==> src/rtl/song_sequencer.sv <==
// song_sequencer: one play-through of a song chart, beat-timed countdown,
// one chart entry per beat, results hold, then a one-cycle done to the menu.
module song_sequencer #(
    parameter int unsigned TICKS_PER_BEAT  = 1625000,
    parameter int unsigned COUNTDOWN_BEATS = 3,
    parameter int unsigned RESULT_BEATS    = 8
) (
    input  logic       clk,
    input  logic       reset_n,
    input  logic       start,
    input  logic [1:0] song,
    input  logic       abort,
    input  logic       pause,
    output logic [9:0] chart_addr,
    input  logic [7:0] chart_data,
    output logic [7:0] note,
    output logic       note_valid,
    output logic [1:0] countdown,
    output logic [2:0] phase,
    output logic       busy,
    output logic       done
);

    localparam int unsigned TIMER_W = (TICKS_PER_BEAT > 1) ? $clog2(TICKS_PER_BEAT) : 1;
    localparam int unsigned RES_W   = (RESULT_BEATS > 1) ? $clog2(RESULT_BEATS + 1) : 1;
    localparam logic [TIMER_W-1:0] TIMER_LAST = TIMER_W'(TICKS_PER_BEAT - 1);
    localparam logic [RES_W-1:0]   RES_LAST   = RES_W'(RESULT_BEATS - 1);
    localparam logic [7:0]         END_MARK   = 8'hFF;

    typedef enum logic [2:0] {
        ST_IDLE      = 3'd0,
        ST_COUNTDOWN = 3'd1,
        ST_FETCH     = 3'd2,
        ST_LATCH     = 3'd3,
        ST_PLAY      = 3'd4,
        ST_RESULTS   = 3'd5
    } state_e;

    state_e             state_q, state_d;
    logic [TIMER_W-1:0] timer_q, timer_d;
    logic [RES_W-1:0]   res_cnt_q, res_cnt_d;
    logic [7:0]         idx_q, idx_d;
    logic [1:0]         song_q, song_d;
    logic [9:0]         chart_addr_q, chart_addr_d;
    logic [7:0]         note_q, note_d;
    logic               note_valid_q, note_valid_d;
    logic [1:0]         countdown_q, countdown_d;
    logic               busy_q, busy_d;
    logic               done_q, done_d;

    logic               timer_hold;
    logic               beat_tick;
    logic [1:0]         song_sel;
    logic [7:0]         idx_inc;

    // Song 3 has no chart region of its own and aliases song 2
    assign song_sel = (song == 2'd3) ? 2'd2 : song;
    assign idx_inc  = idx_q + 8'd1;

    // Beat timer: frozen by pause only while counting down or playing
    always_comb begin
        timer_hold = pause && ((state_q == ST_COUNTDOWN) || (state_q == ST_PLAY));
        beat_tick  = (state_q != ST_IDLE) && !timer_hold && (timer_q == TIMER_LAST);
        timer_d    = timer_q;
        if (state_q == ST_IDLE) begin
            timer_d = '0;
        end else if (!timer_hold) begin
            timer_d = beat_tick ? '0 : timer_q + TIMER_W'(1);
        end
    end

    // Next-state and registered-output logic; abort overrides everything
    always_comb begin
        state_d      = state_q;
        res_cnt_d    = res_cnt_q;
        idx_d        = idx_q;
        song_d       = song_q;
        chart_addr_d = chart_addr_q;
        note_d       = note_q;
        note_valid_d = 1'b0;
        countdown_d  = countdown_q;
        done_d       = 1'b0;

        unique case (state_q)
            ST_IDLE: begin
                // A start coinciding with the outgoing done pulse is dropped
                if (start && !done_q) begin
                    song_d       = song_sel;
                    idx_d        = 8'd0;
                    chart_addr_d = {song_sel, 8'd0};
                    countdown_d  = 2'(COUNTDOWN_BEATS);
                    state_d      = ST_COUNTDOWN;
                end
            end
            ST_COUNTDOWN: begin
                if (beat_tick) begin
                    if (countdown_q == 2'd1) begin
                        countdown_d = 2'd0;
                        state_d     = ST_FETCH;
                    end else begin
                        countdown_d = countdown_q - 2'd1;
                    end
                end
            end
            ST_FETCH: begin
                state_d = ST_LATCH;
            end
            ST_LATCH: begin
                if (chart_data == END_MARK) begin
                    res_cnt_d = '0;
                    state_d   = ST_RESULTS;
                end else begin
                    note_d       = chart_data;
                    note_valid_d = 1'b1;
                    state_d      = ST_PLAY;
                end
            end
            ST_PLAY: begin
                if (beat_tick) begin
                    // Chart region is 256 entries; never step into the next song
                    if (idx_q == 8'hFF) begin
                        res_cnt_d = '0;
                        state_d   = ST_RESULTS;
                    end else begin
                        idx_d        = idx_inc;
                        chart_addr_d = {song_q, idx_inc};
                        state_d      = ST_FETCH;
                    end
                end
            end
            ST_RESULTS: begin
                if (beat_tick) begin
                    if (res_cnt_q == RES_LAST) begin
                        done_d  = 1'b1;
                        state_d = ST_IDLE;
                    end else begin
                        res_cnt_d = res_cnt_q + RES_W'(1);
                    end
                end
            end
            default: begin
                state_d = ST_IDLE;
            end
        endcase

        if (abort) begin
            state_d      = ST_IDLE;
            res_cnt_d    = res_cnt_q;
            idx_d        = idx_q;
            song_d       = song_q;
            chart_addr_d = chart_addr_q;
            note_d       = note_q;
            note_valid_d = 1'b0;
            countdown_d  = 2'd0;
            done_d       = 1'b0;
        end

        busy_d = (state_d != ST_IDLE);
    end

    // State and output registers
    always_ff @(posedge clk or negedge reset_n) begin
        if (!reset_n) begin
            state_q      <= ST_IDLE;
            timer_q      <= '0;
            res_cnt_q    <= '0;
            idx_q        <= 8'd0;
            song_q       <= 2'd0;
            chart_addr_q <= 10'd0;
            note_q       <= 8'd0;
            note_valid_q <= 1'b0;
            countdown_q  <= 2'd0;
            busy_q       <= 1'b0;
            done_q       <= 1'b0;
        end else begin
            state_q      <= state_d;
            timer_q      <= timer_d;
            res_cnt_q    <= res_cnt_d;
            idx_q        <= idx_d;
            song_q       <= song_d;
            chart_addr_q <= chart_addr_d;
            note_q       <= note_d;
            note_valid_q <= note_valid_d;
            countdown_q  <= countdown_d;
            busy_q       <= busy_d;
            done_q       <= done_d;
        end
    end

    assign chart_addr = chart_addr_q;
    assign note       = note_q;
    assign note_valid = note_valid_q;
    assign countdown  = countdown_q;
    assign phase      = state_q;
    assign busy       = busy_q;
    assign done       = done_q;

endmodule
==> config.mk <==
export PLATFORM = sky130hd
export DESIGN_NAME = song_sequencer
export DESIGN_NICKNAME = d
export VERILOG_FILES = /design/src/rtl/song_sequencer.sv
export SDC_FILE = /design/constraint.sdc
export NUM_CORES = 1
export LEC_CHECK = 0
export ABC_AREA = 1
export BUFFER_PORTS_ARGS = -buffer_cell sky130_fd_sc_hd__buf_2
export CORE_UTILIZATION = 25
export DETAILED_ROUTE_END_ITERATION = 6
export HOLD_SLACK_MARGIN = 0.03
export SYNTH_ARGS = -nofsm -noshare
export SYNTH_HDL_FRONTEND = slang
export SYNTH_SLANG_ARGS = --single-unit
==> constraint.sdc <==
create_clock -name clk -period 2.59 [get_ports clk]
set_clock_uncertainty 0.2 [all_clocks]
set_input_delay 0.518 -clock clk [delete_from_list [all_inputs] [get_ports clk]]
set_output_delay 0.518 -clock clk [all_outputs]
set_load 0.005 [all_outputs]
---- Yosys cells after proc, flatten, opt, wreduce, memory -nomap -nowiden ----
Index checks and enable logic that the tools add are counted.
storage, ports and cells
  flip-flop bits (word level) ............. 61
  word-level logic and storage cells ...... 96
  bits of input ports ..................... 15
  output and inout port bits .............. 26
cells by class
  eq/ne operators ......................... 21
  muxes and demuxes ....................... 40
  reduce and logical (&&, ||, !) cells .... 18
  $add $sub $neg .......................... 4
  bitwise logic cells ..................... 2
operator list
  cell                     count
  $mux W21                 3
  $mux W10                 3
  $mux W3                  8
  $mux W8                  3
  $add A21 B1 Y21 const B  1
  $eq A21 B21 Y1 const B   1
  $mux W4                  5
  $pmux W10 S2             1
  $pmux W3 S6              1
  $eq A8 B8 Y1 const B     2
  $pmux W8 S2              1
  $pmux W4 S3              1
  $reduce_bool A3 Y1       4
  $mux W2                  5
  $ne A2 B2 Y1 const B     5
  $reduce_and A3 Y1        3
  $add A8 B1 Y8 const B    1
  $mux W1                  8
  $reduce_and A7 Y1        1
  $eq A3 B2 Y1 const B     2
  $eq A3 B3 Y1 const B     2
  $ne A2 B1 Y1 const B     3
  $reduce_and A5 Y1        1
  $add A4 B1 Y4 const B    1
  other kinds (14)         19

---- Depth between registers and ports, before layout ----
Gate-level depths: netlist of run 1.
  word-level depth ........................ 10
  mapped depth ............................ 12
  gate-level depth less buffers ........... 12

---- Least setup slack after synthesis of run 1 ----
Ideal clock, no wire load.
  path kind ............................... register to register
  start point ............................. register timer_q[0]
  end point ............................... register idx_q[5]
  library setup time ...................... 0.121 ns
  setup slack ............................. 0.685 ns
  required time ........................... 2.269 ns
  arrival time ............................ 1.584 ns
  cell stages (with the launch flop) ...... 13
  path buffers ............................ 0
  period minus slack after synthesis ...... 1.905 ns
  cell sequence ........................... dfrtp_1 -> ha_1 -> nand2_1 -> inv_1 -> nand4_1 -> nor2_4 -> nand2_4 -> nand2_1 -> nand2_2 -> nor2_4 -> inv_1 -> nand2_1 -> o21ai_1
on the way
  word-level cells in the longest chain between the ends .. 4
RTL lines
  element                      line  RTL
  start, declared              40    logic [TIMER_W-1:0] timer_q, timer_d;
  start signal, assigned       177   timer_q <= timer_d;
  $eq A21 B21 Y1               63    beat_tick = (state_q != ST_IDLE) && !timer_hold && (timer_q == TIMER_LAST);
  $logic_and A1 B1 Y1          63
  $ne A2 B2 Y1 (no line)       n/a
  $reduce_and A5 Y1 (no line)  n/a
  end signal, assigned         179   idx_q <= idx_d;
  end, declared                42    logic [7:0] idx_q, idx_d;
No other way between the ends.
A chain may end at the register's enable or synchronous reset.

---- Worst setup path after layout of run 1 ----
  start point ............................. register timer_q[0]
  end point ............................... register chart_addr_q[8], in the netlist chart_addr[8]
on the way
  word-level cells in the longest chain between the ends .. 4
RTL lines
  element                      line  RTL
  $eq A21 B21 Y1               63
  $logic_and A1 B1 Y1          63
  $ne A2 B2 Y1 (no line)       n/a
  $reduce_and A5 Y1 (no line)  n/a
  end signal, assigned         181   chart_addr_q <= chart_addr_d;
  end, declared                44    logic [9:0] chart_addr_q, chart_addr_d;
No other way between the ends.

==> results.txt, run 1 <==
Outcome -> finished with violations
Failing checks -> design-rule violations
Worst slew margin relative to its limit -> 70.15%
Number of failing setup endpoints in the final timing report -> 0
Antenna violations before repair -> 0
Largest net degree at the start of global routing -> 54
Final TNS setup -> 0 ns
Gr usage total -> 12.05%
Reg2reg setup slack -> 0.32 ns
Number of buffers inserted by port buffering -> 40
Area enclosed by the die boundary -> 0.01243 mm²
Via count of the first global-routing pass -> 2,706
Mapped cell area -> 0.002998 mm²
FFs w/ async S/R, synth -> 100.0%
Clk Latency, worst-skew pair -> 0.30 ns
Ys Warns -> 0
Estimated wirelength of the detail-placed design -> 5275 µm
Start of the worst register-to-register path -> timer_q[0]$_DFFE_PN0P_
Synthesis-stage register bit count -> 53
Floorplan die width -> 111.5 µm
Filler instances -> 1,218
Worst vdd rail ir drop -> 0.2928 mV
Share of power burned in registers -> 48.9%
Power density over cell area -> 499.2 mW/mm²
I/O Pins -> 41
Dominant delay contributor by cell family on the critical path -> simple AND/OR/NAND/NOR gates
Lkg Pwr -> 1.707 nW
Layout cells sized above 1 -> 15.21%
Post-detailed-routing wire length -> 6982 µm
Worst path cell trace -> ha_1 -> nand2_1 -> inv_1 -> nand4_1 -> nor2_4 -> nand2_4 -> nand2_1 -> nand2_2 -> nor2_4 -> inv_1 -> nand2_1 -> nand2_1
Largest fanout on the critical path -> 15
Fraction of the cycle the final worst path needs -> 87.76%
Switching power as a share of total power -> 23.29%
Number of antenna-violating nets in the routed design -> 0
Final Core Density -> 30.91%
Most used DFF post-synth -> sky130_fd_sc_hd__dfrtp_1
Seq/Total Area, Yosys -> 44.24%
Via-to-Cell Ratio -> 4.678
Worst Setup End Kind -> flop
Per-cell routed wire length -> 11.83 µm
CTS root buf -> sky130_fd_sc_hd__clkbuf_16
Synthesized Nets -> 416
Area growth syn-to-layout -> 19.24%
Total of cells resized after clock tree synthesis -> 0
Max Cap Viol -> 0
R2R depth -> 12
Cells after Synth -> 397
Final number of max-transition violations -> 0
Unrepaired setup endpoints after global routing -> false
Cell depth of the worst hold path -> 3
Worst-path cell with the longest stage delay -> sky130_fd_sc_hd__dfrtp_1
Die Span Y -> 111.5 µm
Final Hold Violating Endpoints -> 0
First-pass GRT wire length -> 12,280 µm
Detailed-route DRC error count -> 2
Library cells used by synthesis -> 30
Setup Crit Path Kind -> flop to flop
Type of the most critical hold path -> input port to flop
Deepest clock path buffer count -> 2
Average size of a mapped cell -> 7.551 µm²
Critical Path Start Type -> flop
Area occupied by registers -> 0.001326 mm²
Time the final worst path needs with I/O delays and setup -> 2.273 ns
Initial drt markers -> 159
Count of nets after finishing -> 465
Number of buffers inserted during clock tree synthesis -> 5
GPL Wtd Cong -> 0.8249
Placeable core region -> 0.01156 mm²
Starting Density -> 25.92%
Number of antenna cells inserted -> 0
Detailed-route via count -> 2,760
Clock transition at the registers of the reported paths -> 0.07 ns
Cell with the most instances after synthesis -> sky130_fd_sc_hd__nand2_1
Share of power burned in the clock network -> 42.6%
Internal power consumption -> 1.369 mW
Synth top area cells -> sky130_fd_sc_hd__dfrtp_1, sky130_fd_sc_hd__nand2_1, sky130_fd_sc_hd__inv_1
Number of enable-type register cells in the synthesized netlist -> 0
Largest area contributor in the netlist -> sky130_fd_sc_hd__dfrtp_1
CTS tree -> yes
Buffers & Inverters on Critical Path -> 2
Placement Rows -> 39
Area of the multi-input gates -> 0.001405 mm²
TritonRoute pass-1 iters -> 6
Maximum operating frequency -> 439.9 MHz
Critical Path AT -> 2.26 ns
Critical path's largest stage delay -> 0.38 ns
Slew @ Worst Pin -> 0.4443 ns
Worst Path Required -> 2.57 ns
Launching element of the worst setup path -> timer_q[0]$_DFFE_PN0P_
Comb power frac -> 8.5%
Total stage count of the critical path -> 12
Most used cell along the critical path -> sky130_fd_sc_hd__nand2_1
Top cell type's share of synthesized area -> 44.24%
Capture point of the worst path -> chart_addr[8]$_DFFE_PN0P_
Reported net switching power -> 415.5 µW
Most frequent cells after synthesis -> sky130_fd_sc_hd__nand2_1, sky130_fd_sc_hd__inv_1, sky130_fd_sc_hd__dfrtp_1, sky130_fd_sc_hd__nand3_1, sky130_fd_sc_hd__o21ai_0
Sum of overflow across all layers after global routing -> 0
H-tree level count -> 2
Number of sinks on the clock net -> 53
Reg-to-reg endpoint -> chart_addr[8]$_DFFE_PN0P_
## tightest hold or removal path, cell delays in order
cell and delay [ns]:
sky130_fd_sc_hd__buf_2 0.09, sky130_fd_sc_hd__nand2_1 0.05, sky130_fd_sc_hd__nand2_1 0.04
## layout make-up
class | instances | share of cell area, %
clock buffer | 6 | 3.605
clock inverter | 2 | 1.085
inverter | 61 | 6.405
multi-input combinational | 278 | 39.31
sequential | 53 | 37.10
tap | 143 | 5.005
timing repair buffer | 47 | 7.490
## state kept, by name, summed over array words and instances, names as in the netlist, 2 cells and up
signal      cells
idx_q           7
chart_addr      3
countdown       2
phase           3
res_cnt_q       4
song_q          2
note            8
timer_q        21
## worst min path at each step
stage,start,slack [ns],endpoint
global placement,note[5]$_DFFE_PN0P_,0.26,note[5]$_DFFE_PN0P_
finish,chart_data[4],0.23,note[4]$_DFFE_PN0P_
CTS,chart_data[4],0.23,note[4]$_DFFE_PN0P_
global route,chart_data[4],0.24,note[4]$_DFFE_PN0P_
floorplan,reset_n,0.02,busy$_DFF_PN0_
detailed placement,chart_addr[9]$_DFFE_PN0P_,0.26,chart_addr[9]$_DFFE_PN0P_
## layout by cell type (no fill, tap or decap), drive strengths merged
| master | synthesis | final |
|---|---|---|
| o41ai | 1 | 1 |
| o211ai | 4 | 4 |
| o31ai | 2 | 2 |
| o21ai | 38 | 38 |
| dlygate4sd3 | 0 | 1 |
| or2 | 1 | 1 |
| buf | 3 | 46 |
| clkbuf | 2 | 6 |
| nor3b | 1 | 1 |
| inv | 60 | 60 |
| nor2 | 32 | 32 |
| a31oi | 1 | 1 |
| dfrtp | 53 | 53 |
| nand3 | 37 | 37 |
| nand4 | 9 | 9 |
| ha | 4 | 4 |
| xor2 | 11 | 11 |
| bufinv | 0 | 1 |
| o22ai | 9 | 9 |
| nand2 | 98 | 98 |
| clkinv | 1 | 2 |
| a22o | 1 | 1 |
| a21oi | 14 | 14 |
| nor3 | 15 | 15 |
## power groups by stage
stage / Sequential [mW] / Combinational (mW) / Clock, mW
CTS: 0.873 / 0.155 / 0.781
finish: 0.873 / 0.151 / 0.760
floorplan: 0.888 / 0.0802 / 0
global placement: 0.888 / 0.151 / 0
global route: 0.876 / 0.176 / 0.813
detailed placement: 0.888 / 0.154 / 0
## per-stage QoR
step                      instance area [µm²]  setup WS (ns)  total power [mW]  cells  hold slack, ns
after global routing                     3575        0.05838             1.864    590          0.2428
final                                    3575         0.3170             1.784    590          0.2288
after global placement                   3397         0.3898             1.039    581          0.2604
after detailed placement                 3397         0.3221             1.042    581          0.2644
after floorplan                          2998         0.6845            0.9687    397         0.02241
after CTS                                3575         0.2980             1.809    590          0.2253
## cell families (layout without fill, tap and decap cells)
group                    count (synthesis)  count (layout)  synth area share, %
buffers and inverters                   66             116                8.890
AO/OA/AOI/OAI                           70              70                13.27
flip-flops                              53              53                44.24
AND/OR/NAND/NOR                        193             193                28.71
adder cells (fa/ha/maj)                  4               4                1.670
XOR/XNOR                                11              11                3.214
## metal layers
layer / routed length, µm / share of wire (%) / global-route usage (%)
met1: 3328 / 48 / 15.47
met2: 3221 / 46 / 19.79
met5: 0 / 0 / 0
met3: 308 / 4.4 / 3.103
met4: 123 / 1.8 / 3.874
## timing repair
action / in CTS / in global routing
setup buffers: 0 / 0
endpoints found under the hold margin: 15 / 0
setup endpoints to repair: 0 / 0
hold buffers: 1 / 0
Note: power is estimated with default switching activity, not from simulation.
==> run 2, diff against run 1 <==
CELL_PAD_IN_SITES_DETAIL_PLACEMENT = 0   (was not set)
CELL_PAD_IN_SITES_GLOBAL_PLACEMENT = 1   (was not set)
CORE_ASPECT_RATIO = 0.5   (was not set)
PLACE_DENSITY_LB_ADDON = 0.1   (was not set)
==> results.txt, run 2 (same netlist as run 1, synthesis figures left out) <==
Lkg Pwr -> 1.701 nW (-0.37%)
Number of failing setup endpoints in the final timing report -> 0 (unchanged)
Number of antenna cells inserted -> 0 (unchanged)
Final TNS setup -> 0 ns (unchanged)
GPL Wtd Cong -> 0.8198 (-0.62%)
Postcts setup bufs -> 0 (unchanged)
Clock transition at the registers of the reported paths -> 0.07 ns (about the same)
Area growth syn-to-layout -> 19.62%
Worst path cell trace -> ha_1 -> nand2_1 -> inv_1 -> nand4_1 -> nor2_4 -> nand2_4 -> nand2_1 -> nand2_2 -> nor2_4 -> inv_1 -> nand2_1 -> nand2_1
Critical Path Start Type -> flop
Total of cells resized after clock tree synthesis -> 0 (unchanged)
Placement Rows -> 27 (-31%)
Floorplan die width -> 156.9 µm (+41%)
Worst Setup End Kind -> flop
Max FFs per register -> 21 (unchanged)
Final number of max-transition violations -> 0 (unchanged)
Worst Path Required -> 2.57 ns (about the same)
Worst-path cell with the longest stage delay -> sky130_fd_sc_hd__dfrtp_1
Fraction of the cycle the final worst path needs -> 88.64% (+0.88 points)
Number of sinks on the clock net -> 53 (unchanged)
CTS tree -> yes
Number of buffers inserted by port buffering -> 40 (unchanged)
Number of buffers inserted during clock tree synthesis -> 5 (unchanged)
Worst vdd rail ir drop -> 0.2496 mV (-15%)
Count of nets after finishing -> 463 (-0.43%)
Buffers & Inverters on Critical Path -> 2 (unchanged)
TritonRoute pass-1 iters -> 4 (-2)
H-tree level count -> 2 (unchanged)
Max Cap Viol -> 0 (unchanged)
Final Core Density -> 31.69% (+0.78 points)
Critical path's largest stage delay -> 0.38 ns (about the same)
Placeable core region -> 0.01132 mm² (-2.1%)
Critical Path AT -> 2.27 ns (about the same)
Unrepaired setup endpoints after global routing -> false
Per-cell routed wire length -> 12.80 µm (+8.1%)
Antenna violations before repair -> 0 (unchanged)
Estimated wirelength of the detail-placed design -> 5807 µm (+10%)
Outcome -> complete, no violations
Leading cell type in the layout, fill and taps excluded -> sky130_fd_sc_hd__nand2_1
Clk Latency, worst-skew pair -> 0.30 ns (about the same)
I/O Pins -> 41 (unchanged)
Slew @ Worst Pin -> 0.6116 ns (+0.1672 ns)
Dominant delay contributor by cell family on the critical path -> simple AND/OR/NAND/NOR gates
Worst slew margin relative to its limit -> 59.23% (-11 points)
Deepest clock path buffer count -> 2 (unchanged)
Power density over cell area -> 510.6 mW/mm² (+2.3%)
Detailed-route via count -> 2,700 (-2.2%)
Final Hold Violating Endpoints -> 0 (unchanged)
CTS root buf -> sky130_fd_sc_hd__clkbuf_16
Detailed-route DRC error count -> 0 (-2)
Gr usage total -> 13.49% (+1.4 points)
Post-detailed-routing wire length -> 7729 µm (+11%)
Most frequent cells in the layout -> sky130_fd_sc_hd__nand2_1, sky130_fd_sc_hd__inv_1, sky130_fd_sc_hd__dfrtp_1
Largest net degree at the start of global routing -> 30 (-44%)
Sum of overflow across all layers after global routing -> 0 (unchanged)
Area enclosed by the die boundary -> 0.01246 mm² (+0.21%)
First-pass GRT wire length -> 13,110 µm (+6.7%)
Layout cells sized above 1 -> 15.28% (+0.068 points)
Maximum operating frequency -> 435.6 MHz (-0.99%)
Hold-fix buffers at CTS -> 0 (-1)
Die Span Y -> 79.43 µm (-29%)
Most flop-heavy register -> timer_q
Most used cell along the critical path -> sky130_fd_sc_hd__nand2_1
Starting Density -> 26.49% (+0.57 points)
Via count of the first global-routing pass -> 2,702 (-0.15%)
Number of antenna-violating nets in the routed design -> 0 (unchanged)
Setup Crit Path Kind -> flop to flop
Time the final worst path needs with I/O delays and setup -> 2.296 ns (+0.02281 ns)
Largest fanout on the critical path -> 15 (unchanged)
Type of the most critical hold path -> input port to asynchronous set/reset pin
Via-to-Cell Ratio -> 4.470 (-4.4%)
Initial drt markers -> 136 (-14%)
==> run 2: cell count changes in the layout (fill, tap and decap cells not counted), sizes merged <==
| cell | delta |
|---|---|
| clkinv | -1 |
| buf | -1 |
| clkinvlp | +1 |
| dlygate4sd3 | -1 |
==> run 2: final cells by class <==
class,instances,area [µm²]
clock buffer,6,138.9
clock inverter,2,37.54
fill,1239,7731
inverter,61,229.0
multi-input combinational,278,1405
sequential,53,1326
tap,159,198.9
timing repair buffer,45,250.2
==> run 2: final timing paths <==
| kind | startpoint | to | cells past startpoint | slack (ns) |
|---|---|---|---|---|
| setup / recovery | timer_q[0]$_DFFE_PN0P_ | chart_addr[8]$_DFFE_PN0P_ | 12 | 0.29 |
| max in group asynchronous | reset_n | timer_q[16]$_DFFE_PN0P_ | 2 | 1.56 |
| hold / removal | reset_n | note[2]$_DFFE_PN0P_ | 1 | 0.03 |
| setup reg to reg | timer_q[0]$_DFFE_PN0P_ | chart_addr[8]$_DFFE_PN0P_ | 12 | 0.29 |
| min in group clk | chart_data[3] | note[3]$_DFFE_PN0P_ | 3 | 0.23 |
| hold reg to reg | note[6]$_DFFE_PN0P_ | note[6]$_DFFE_PN0P_ | 2 | 0.29 |
==> run 2: power by group <==
group / total (mW) / leakage, nW / switching, mW / internal, mW
combinational: 0.154 / 0.896 / 0.0999 / 0.0546
sequential: 0.872 / 0.722 / 0.0179 / 0.855
clock: 0.804 / 0.0831 / 0.321 / 0.483
==> run 2: layer usage <==
layer / up-vias / wire, µm / global-route usage [%]
li1: 1397 / - / -
met1: 1247 / 3943 / 17.60
met2: 52 / 3473 / 23.07
met3: 4 / 264 / 3.040
met4: 0 / 47 / 2.353
met5: - / 0 / 0
==> run 2: worst register-to-register path, delay by kind of cell, from the launching register on <==
kind	cells	cell delay (ns)
AND/OR/NAND/NOR	9	1.14
flip-flops	1	0.38
buffers and inverters	2	0.25
adder cells (fa/ha/maj)	1	0.20
==> run 2: through the flow <==
step	hold WS [ns]	power (mW)	setup WS (ns)	area (µm²)	std cells
floorplan	0.02241	0.9687	0.6845	2998	397
global placement	0.2608	1.044	0.3579	3410	596
detailed placement	0.2656	1.048	0.2928	3410	596
CTS	0.05259	1.869	0.2805	3586	604
global route	0.07688	1.923	0.05262	3586	604
finish	0.02647	1.831	0.2941	3586	604
==> run 3, diff against run 2 <==
ABC_AREA = not set   (was 1)
==> results.txt, run 3 <==
Power density over cell area -> 500.8 mW/mm² (-1.9%)
Number of antenna cells inserted -> 0 (unchanged)
Number of sinks on the clock net -> 53 (unchanged)
First-pass GRT wire length -> 12,220 µm (-6.8%)
Most frequent cells after synthesis -> sky130_fd_sc_hd__dfrtp_1, sky130_fd_sc_hd__nand2_1, sky130_fd_sc_hd__nor2_1, sky130_fd_sc_hd__o21ai_0, sky130_fd_sc_hd__nand3_1
Number of antenna-violating nets in the routed design -> 0 (unchanged)
Slew @ Worst Pin -> 0.7157 ns (+0.1042 ns)
Maximum operating frequency -> 429.1 MHz (-1.5%)
FFs w/ async S/R, synth -> 100.0% (unchanged)
Combinational family with the most area after synthesis -> simple AND/OR/NAND/NOR gates
Count of nets after finishing -> 376 (-19%)
TritonRoute pass-1 iters -> 4 (unchanged)
Critical Path AT -> 2.30 ns (+0.03 ns)
Final number of max-transition violations -> 0 (unchanged)
Worst Setup End Kind -> flop
Max Cap Viol -> 0 (unchanged)
Post-layout total power -> 1.761 mW (-3.8%)
Fraction of synthesized cell area in xor and xnor cells -> 4.844% (+1.6 points)
Dominant delay contributor by cell family on the critical path -> simple AND/OR/NAND/NOR gates
Worst slew margin relative to its limit -> 52.29% (-6.9 points)
Area fraction in and, or, nand and nor cells after synthesis -> 25.95% (-2.8 points)
Postcts setup bufs -> 0 (unchanged)
Library cells used by synthesis -> 49 (+63%)
Synthesized Nets -> 325 (-22%)
Leading cell type in the layout, fill and taps excluded -> sky130_fd_sc_hd__dfrtp_1
I/O Pins -> 41 (unchanged)
Area occupied by registers -> 0.001326 mm² (unchanged)
Final TNS setup -> 0 ns (unchanged)
Via count of the first global-routing pass -> 2,417 (-11%)
Die Span Y -> 78.07 µm (-1.7%)
Setup Crit Path Kind -> flop to flop
Outcome -> complete, no violations
Ys Warns -> 0 (unchanged)
CTS root buf -> sky130_fd_sc_hd__clkbuf_16
Per-cell routed wire length -> 14.66 µm (+15%)
Worst vdd rail ir drop -> 0.2252 mV (-9.8%)
Type of the most critical hold path -> input port to asynchronous set/reset pin
Initial drt markers -> 100 (-26%)
Deepest clock path buffer count -> 2 (unchanged)
Area enclosed by the die boundary -> 0.01203 mm² (-3.4%)
Critical path's largest stage delay -> 0.44 ns (+0.06 ns)
Via-to-Cell Ratio -> 4.781 (+7.0%)
Post-detailed-routing wire length -> 7374 µm (-4.6%)
Seq/Total Area, Yosys -> 45.85% (+1.6 points)
Layout cells sized above 1 -> 24.30% (+9.0 points)
Floorplan die width -> 154.1 µm (-1.7%)
Estimated wirelength of the detail-placed design -> 5156 µm (-11%)
Area of the multi-input gates -> 0.001513 mm² (+7.7%)
Time the final worst path needs with I/O delays and setup -> 2.331 ns (+0.03472 ns)
Synth top area cells -> sky130_fd_sc_hd__dfrtp_1, sky130_fd_sc_hd__o21ai_0, sky130_fd_sc_hd__nand2_1
Number of enable-type register cells in the synthesized netlist -> 0 (unchanged)
Number of buffers inserted during clock tree synthesis -> 5 (unchanged)
Placement Rows -> 27 (unchanged)
Synthesized-area fraction occupied by ao, oa, aoi and oai cells -> 14.62% (+1.3 points)
Antenna violations before repair -> 0 (unchanged)
Finished Layout Cells -> 503 (-17%)
Gr usage total -> 13.03% (-0.46 points)
Unrepaired setup endpoints after global routing -> false
Synthesis-stage register bit count -> 53 (unchanged)
Most used DFF post-synth -> sky130_fd_sc_hd__dfrtp_1
Detailed-route DRC error count -> 0 (unchanged)
Largest area contributor in the netlist -> sky130_fd_sc_hd__dfrtp_1
Max FFs per register -> 21 (unchanged)
CTS tree -> yes
Cells after Synth -> 306 (-23%)
Post-synthesis mux area share -> 4.585% (+4.6 points)
Most flop-heavy register -> timer_q
Lkg Pwr -> 1.655 nW (-2.7%)
Cell with the most instances after synthesis -> sky130_fd_sc_hd__dfrtp_1
Average size of a mapped cell -> 9.454 µm² (+25%)
Filler instances -> 1,173 (-5.3%)
Mapped cell area -> 0.002893 mm² (-3.5%)
Final Hold Violating Endpoints -> 0 (unchanged)
Dpl cells -> 494 (-17%)
Starting Density -> 26.03% (-0.46 points)
Largest fanout on the critical path -> 9 (-6)
Area growth syn-to-layout -> 21.58%
Top cell type's share of synthesized area -> 45.85% (+1.6 points)
Detailed-route via count -> 2,405 (-11%)
Placeable core region -> 0.01111 mm² (-1.8%)
Worst path cell trace -> nor4_1 -> nand3_1 -> nor4_4 -> buf_4 -> nand4_1 -> xor2_1 -> nor2_1
Worst Path Required -> 2.56 ns (about the same)
Worst-path cell with the longest stage delay -> sky130_fd_sc_hd__dfrtp_1
GPL Wtd Cong -> 0.7587 (-7.5%)
Number of failing setup endpoints in the final timing report -> 0 (unchanged)
Most frequent cells in the layout -> sky130_fd_sc_hd__dfrtp_1, sky130_fd_sc_hd__buf_2, sky130_fd_sc_hd__nand2_1
Post-synthesis adder-cell area fraction -> 1.730% (+0.061 points)
Clk Latency, worst-skew pair -> 0.30 ns (about the same)
H-tree level count -> 2 (unchanged)
Largest net degree at the start of global routing -> 54 (+80%)
Sum of overflow across all layers after global routing -> 0 (unchanged)
Buffers & Inverters on Critical Path -> 1 (-1)
Number of buffers inserted by port buffering -> 40 (unchanged)
Fraction of the cycle the final worst path needs -> 89.98% (+1.3 points)
Clock transition at the registers of the reported paths -> 0.07 ns (about the same)
Critical Path Start Type -> flop
## run 3: cell types whose count changed after synthesis, moves of 9 or more
| cell | delta |
|---|---|
| sky130_fd_sc_hd__inv_1 | -52 |
| sky130_fd_sc_hd__nand2_1 | -62 |
| sky130_fd_sc_hd__nand3_1 | -14 |
| sky130_fd_sc_hd__nor3_1 | -10 |
| sky130_fd_sc_hd__o21ai_0 | -9 |
| sky130_fd_sc_hd__o22ai_1 | -9 |
## run 3: logic make-up (layout without fill, tap and decap cells)
kind of cell,Yosys count,after routing
and+or+nand+nor,137,137
buffers and inverters,16,68
DFF,53,53
xor gates and xnor gates,16,16
adders and majority gates,4,4
AOI/OAI and AO/OA,68,68
muxes,12,12
## run 3: worst paths after layout
check / from / to / slack [ns] / cells past startpoint
max: timer_q[12]$_DFFE_PN0P_ / idx_q[4]$_DFFE_PN0P_ / 0.26 / 7
max reg2reg: timer_q[12]$_DFFE_PN0P_ / idx_q[4]$_DFFE_PN0P_ / 0.26 / 7
min reg2reg: song_q[1]$_DFFE_PN0P_ / song_q[1]$_DFFE_PN0P_ / 0.28 / 2
max in group asynchronous: reset_n / idx_q[4]$_DFFE_PN0P_ / 1.56 / 2
min in group clk: song[1] / song_q[1]$_DFFE_PN0P_ / 0.25 / 3
min: reset_n / timer_q[13]$_DFFE_PN0P_ / 0.15 / 2
## run 3: power by group
| part | switching, mW | total, mW | internal [mW] |
|---|---|---|---|
| Combinational | 0.105 | 0.175 | 0.0695 |
| Clock | 0.305 | 0.715 | 0.410 |
| Sequential | 0.0171 | 0.871 | 0.854 |
## run 3: what timing repair did
item                       4_1_cts  5_1_grt
resized for setup                0        3
hold buffers                     0        0
setup endpoints to repair        0        2
## run 3: cell type report
class / instances / area share (%)
multi-input cells: 237 / 43.01
flip-flops and latches: 53 / 37.71
repair buffers: 56 / 9.214
well taps: 145 / 5.158
clock buffers: 7 / 4.340
inverters: 4 / 0.4269
clock inverters: 1 / 0.1423
## run 3: routing by layer
metal	share of wire [%]	track usage (%)	vias to the layer above
li1	-	-	1196
met1	50	16.56	1172
met2	46	22.18	29
met3	2.7	2.982	8
met4	1.1	3.900	0
met5	0	0	-
## run 3: metrics by stage
step                      setup WS, ns  hold slack, ns  util (%)  instance area [µm²]
final                           0.2594          0.1520     31.64                 3517
after global routing           0.05121          0.2111     31.64                 3517
after CTS                       0.1329          0.1838     31.44                 3495
after detailed placement        0.1463          0.2731     30.02                 3337
after global placement          0.2029          0.2620     30.02                 3337
after floorplan                 0.2864         0.02241         -                 2893
